`src/rtl/risc_regfile_responder.sv`:
```
// Register-file responder: two latency-matched read ports (A, B) and one write-back port.
// Define REGFILE_WR_BYPASS_EN to forward a same-edge write into a read capture.
module risc_regfile_responder #(
  parameter int XLEN         = 32,
  parameter int ADDR_W       = 5,
  parameter int NUM_REGS     = 32,
  parameter int READ_LATENCY = 1
) (
  input  logic              clk,
  input  logic              reset,
  input  logic [ADDR_W-1:0] rd_addr_a,
  input  logic              rd_addr_a_valid,
  output logic [XLEN-1:0]   rd_data_a,
  output logic              rd_data_a_ack,
  input  logic [ADDR_W-1:0] rd_addr_b,
  input  logic              rd_addr_b_valid,
  output logic [XLEN-1:0]   rd_data_b,
  output logic              rd_data_b_ack,
  input  logic [ADDR_W-1:0] wr_addr,
  input  logic [XLEN-1:0]   wr_data,
  input  logic              wr_valid,
  output logic              wr_ack
);

  typedef enum logic [1:0] {
    S_IDLE = 2'd0,
    S_WAIT = 2'd1,
    S_ACK  = 2'd2
  } rd_state_t;

  localparam logic [2:0] CNT_INIT = 3'(READ_LATENCY - 1);

  if (NUM_REGS != (1 << ADDR_W) || READ_LATENCY < 1 || READ_LATENCY > 7) begin : g_bad_cfg
    $error("risc_regfile_responder: illegal parameter combination");
  end

  function automatic logic [XLEN-1:0] zero_x0(input logic [ADDR_W-1:0] addr,
                                              input logic [XLEN-1:0]   word);
    return (addr == '0) ? '0 : word;
  endfunction

  logic [XLEN-1:0] regs [NUM_REGS];
  logic            wr_fire;
  logic            wr_ack_q;

  // Write-back port: a held request fires once, then the ack cycle blocks re-acceptance.
  assign wr_fire = wr_valid && !wr_ack_q;
  assign wr_ack  = wr_ack_q;

  always_ff @(posedge clk) begin
    if (reset) begin
      wr_ack_q <= 1'b0;
      for (int i = 0; i < NUM_REGS; i++) begin
        regs[i] <= '0;
      end
    end else begin
      wr_ack_q <= wr_fire;
      if (wr_fire && wr_addr != '0) begin
        regs[wr_addr] <= wr_data;
      end
    end
  end

  for (genvar p = 0; p < 2; p++) begin : g_port
    logic              req_vld;
    logic [ADDR_W-1:0] req_addr;
    rd_state_t         state;
    rd_state_t         state_nxt;
    logic [2:0]        cnt;
    logic [2:0]        cnt_nxt;
    logic [ADDR_W-1:0] addr_p0;
    logic [ADDR_W-1:0] addr_nxt;
    logic              capture;
    logic [XLEN-1:0]   cap_data;
    logic              vld_p1;
    logic [XLEN-1:0]   data_p1;

    assign req_vld  = (p == 0) ? rd_addr_a_valid : rd_addr_b_valid;
    assign req_addr = (p == 0) ? rd_addr_a       : rd_addr_b;

    // Stage p0: request acceptance and latency countdown
    always_ff @(posedge clk) begin
      if (reset) begin
        state   <= S_IDLE;
        cnt     <= 3'd0;
        addr_p0 <= '0;
      end else begin
        state   <= state_nxt;
        cnt     <= cnt_nxt;
        addr_p0 <= addr_nxt;
      end
    end

    // A request still held during its own ack cycle must not be taken a second time.
    always_comb begin
      state_nxt = state;
      cnt_nxt   = cnt;
      addr_nxt  = addr_p0;
      case (state)
        S_IDLE: begin
          if (req_vld && !vld_p1) begin
            addr_nxt  = req_addr;
            cnt_nxt   = CNT_INIT;
            state_nxt = (CNT_INIT == 3'd0) ? S_ACK : S_WAIT;
          end
        end
        S_WAIT: begin
          cnt_nxt = cnt - 3'd1;
          if (cnt == 3'd1) begin
            state_nxt = S_ACK;
          end
        end
        S_ACK:   state_nxt = S_IDLE;
        default: state_nxt = S_IDLE;
      endcase
    end

    // The array is read before this edge's write lands, so a same-edge write is not seen.
    always_comb begin
      capture  = (state == S_ACK);
      cap_data = zero_x0(addr_p0, regs[addr_p0]);
`ifdef REGFILE_WR_BYPASS_EN
      if (wr_fire && wr_addr == addr_p0 && addr_p0 != '0) begin
        cap_data = wr_data;
      end
`endif
    end

    // Stage p1: registered ack pulse and held read data
    always_ff @(posedge clk) begin
      if (reset) begin
        vld_p1  <= 1'b0;
        data_p1 <= '0;
      end else begin
        vld_p1 <= capture;
        if (capture) begin
          data_p1 <= cap_data;
        end
      end
    end
  end

  assign rd_data_a     = g_port[0].data_p1;
  assign rd_data_a_ack = g_port[0].vld_p1;
  assign rd_data_b     = g_port[1].data_p1;
  assign rd_data_b_ack = g_port[1].vld_p1;

endmodule

```
`config.mk`:
```
export PLATFORM = sky130hd
export DESIGN_NAME = risc_regfile_responder
export DESIGN_NICKNAME = d
export VERILOG_FILES = /design/src/rtl/risc_regfile_responder.sv
export SDC_FILE = /design/constraint.sdc
export NUM_CORES = 2
export LEC_CHECK = 0
export CAP_MARGIN = 15
export CORE_ASPECT_RATIO = 1.5
export CORE_MARGIN = 8
export CORE_UTILIZATION = 34
export CTS_CLUSTER_SIZE = 14
export DETAILED_ROUTE_END_ITERATION = 6
export PLACE_DENSITY_LB_ADDON = 0.15
export SYNTH_ARGS = -nofsm -noshare
export SYNTH_HDL_FRONTEND = slang
export SYNTH_SLANG_ARGS = --single-unit
```
`constraint.sdc`:
```
create_clock -name clk -period 3.45 [get_ports clk]
set_clock_uncertainty 0.15 [all_clocks]
set_input_delay 0.69 -clock clk [delete_from_list [all_inputs] [get_ports clk]]
set_output_delay 0.69 -clock clk [all_outputs]
set_load 0.005 [all_outputs]
```
==> flow_metrics.tcl <==
set metrics [dict create \
    grt_max_degree 142 \
    required_ns 3.87 \
    drtIter0Drc 3273 \
    cts_tree "yes" \
    critPathLaunchType "register" \
    htree_levels 3 \
    endpoint_kind "register" \
    seq_power_share_pct 48.6 \
    dieArea_um2 187600 \
    regArea_um2 32560 \
    switching_share_pct 25.71 \
    grt_use_total_pct 21.57 \
    start_util_pct 34.17 \
    period_minus_slack_ns 3.076 \
    power_switching_uw 8307 \
    max_cap_viol_count 0 \
    overflow 0 \
    hold_depth 1 \
    firstDrtPassIters 6 \
    numCtsBuffers 108 \
    slew_headroom_pct 22.40 \
    cts_resized 0 \
    synth_seq_cells 1113 \
    fmax_mhz 325.1 \
    drc 0 \
    p_leak_uw 0.02294 \
    crit_type "register to register" \
    multi_input_area_um2 25070 \
    syn_area_um2 59080 \
    first_global_vias 38240 \
    crit_slowest_cell "a2111oi_0" \
    stdcell_area_um2 68240 \
    synth_edf_count 1024 \
    clockBufferDepth 3 \
    wl_um 207600 \
    dp_cells 6546 \
    synthCells 4279 \
    holdBufCountCts 1 \
    cts_sinks 1113 \
    instances_no_fill 6758 \
    antenna_found_initial 6 \
    setup_tns_ns 0 \
    portBuffers 118 \
    min_period_over_period_pct 89.15 \
    worstPathCellList "buf_4, mux4_2, mux2_2, a2111oi_0, nor4b_1" \
    clkLatencyLatePin_ns 0.72 \
    avgSynthCellArea_um2 13.81 \
    slowest_delay_ns 0.84 \
    cts_setup_buffers 0 \
    finalSetupViolCount 0 \
    die_w_um 356.4 \
    grt_pass1_wl_um 292800 \
    yosysWarningCount 0 \
    async_reset_ff_share_pct 0 \
    pwr-share-clk_pct 38.5 \
    tightest_slew_ns 1.163 \
    dp_hpwl_um 144400 \
    finalHoldViolCount 0 \
    drv_slew 0 \
    crit_fanout 18 \
    placementRows 187 \
    synth_cell_types 38 \
    p_int_uw 24000 \
    hp-class "register to register" \
    via_per_inst 5.531 \
    status "finished, final reports clean" \
    core_area_um2 172900 \
    die_h_um 526.6 \
    cts.clk_slew.worst_paths_ns 0.07 \
    final_cell_mix "1033 x and2_1, 1024 x edfxtp_1, 394 x mux2i_1" \
    io_pins 119 \
    peakVddDrop_v 0.0003782 \
    ant_nets 0 \
    hold_slack_ns 0.3581 \
    rsz0062_at_grt "false" \
    arrival_ns 3.50 \
    area_delta_synth_final_pct 15.50 \
    drive_gt1_share_pct 21.70 \
    yosysSeqAreaShare_pct 55.06 \
    globalplace.congestion 0.8539 \
    fillers 16070 \
    cts_root_buf "clkbuf_16" \
    power_frac_comb_pct 12.9 \
    power.density_nw_per_um2 473.5 \
    dr_total_vias 37380 \
    placed_cell_area_um2 64590 \
    ff2ff_path_depth 5 \
    postLayoutCoreUtil_pct 39.47 \
    synth-main-ff-cell "edfxtp_1" \
    final_common_cell "and2_1" \
    final_nets 4443 \
    avgRoutedWirePerCell_um 30.71 \
]
## through the flow
step | setup WS [ns] | total power, uW
6_report | 0.3745 | 32310
5_1_grt | 0.3065 | 33240
2_1_floorplan | 0.7676 | 18170
4_1_cts | 0.3928 | 32530
3_5_place_dp | 0.2068 | 20160
3_3_place_gp | 0.2125 | 20120
## final cells by class
cell class | instances | share of cell area, %
Antenna cell | 7 | 0.02567
Clock buffer | 143 | 4.345
Clock inverter | 59 | 0.9167
Inverter | 2 | 0.01100
Multi-Input combinational cell | 2752 | 36.73
Sequential cell | 1113 | 47.72
Tap cell | 2268 | 4.158
Timing Repair Buffer | 414 | 6.093
## state kept, by name (all words and copies together) (netlist names), named ones only
register	count
g_port.addr_p0	10
rd_data_a	32
rd_data_b_ack	1
rd_data_a_ack	1
regs	1024
g_port.state	2
rd_data_b	32
wr_ack	1
## power by group through the flow
stage / registers [uW] / clock network [uW] / logic (uW)
6_report: 15700 / 12400 / 4170
5_1_grt: 15800 / 13100 / 4370
4_1_cts: 15700 / 12700 / 4170
3_5_place_dp: 16000 / 0 / 4160
3_3_place_gp: 16000 / 0 / 4140
2_1_floorplan: 15800 / 0 / 2420
## routing by layer
| layer | global-route usage, % | vias up | part of all wire [%] |
|---|---|---|---|
| met3 | 2.687 | 235 | 4.8 |
| met2 | 37.20 | 1087 | 50 |
| li1 | - | 16410 | - |
| met4 | 4.892 | 0 | 2.0 |
| met1 | 29.00 | 19650 | 43 |
| met5 | 0 | - | 0 |
## synth_stat cells, types with 64 or more instances
cell type	instances	area share (%)
and2_1	1035	11
edfxtp_1	1024	52
mux2i_1	394	6.7
clkbuf_1	337	2.1
mux4_2	320	12
nor2b_1	136	1.4
a22oi_1	128	1.6
a2111oi_0	100	1.5
dfxtp_1	89	3.0
buf_2	77	0.65
nand2b_1	66	0.70
nand2_1	65	0.41
a211oi_1	64	0.81
a21oi_1	64	0.54
o22ai_1	64	0.68
## cell families (layout without fill, tap and decap cells)
family                 Yosys count  after routing  synth area share, %
and+or+nand+nor               1492           1492                15.70
DFF                           1113           1113                55.06
muxes                          778            778                20.10
AOI/OAI and AO/OA              450            450                5.896
buffers and inverters          445            618                3.238
other                            1             39             0.006347
## critical path, delay by kind of cell (launching register included)
kind / cells / cell delay, ns
and+or+nand+nor: 1 / 0.10
buffers and inverters: 1 / 0.36
muxes: 2 / 0.67
AOI/OAI and AO/OA: 1 / 0.84
DFF: 1 / 0.77
## final timing paths
kind / startpoint / endpoint / slack (ns)
setup / recovery: register / rd_data_b[31] / 0.37
hold / removal: wr_ack / wr_ack / 0.36
setup reg to reg: register / rd_data_b[31] / 0.37
hold reg to reg: wr_ack / wr_ack / 0.36
No activity file was read; power rests on OpenSTA's default activity.
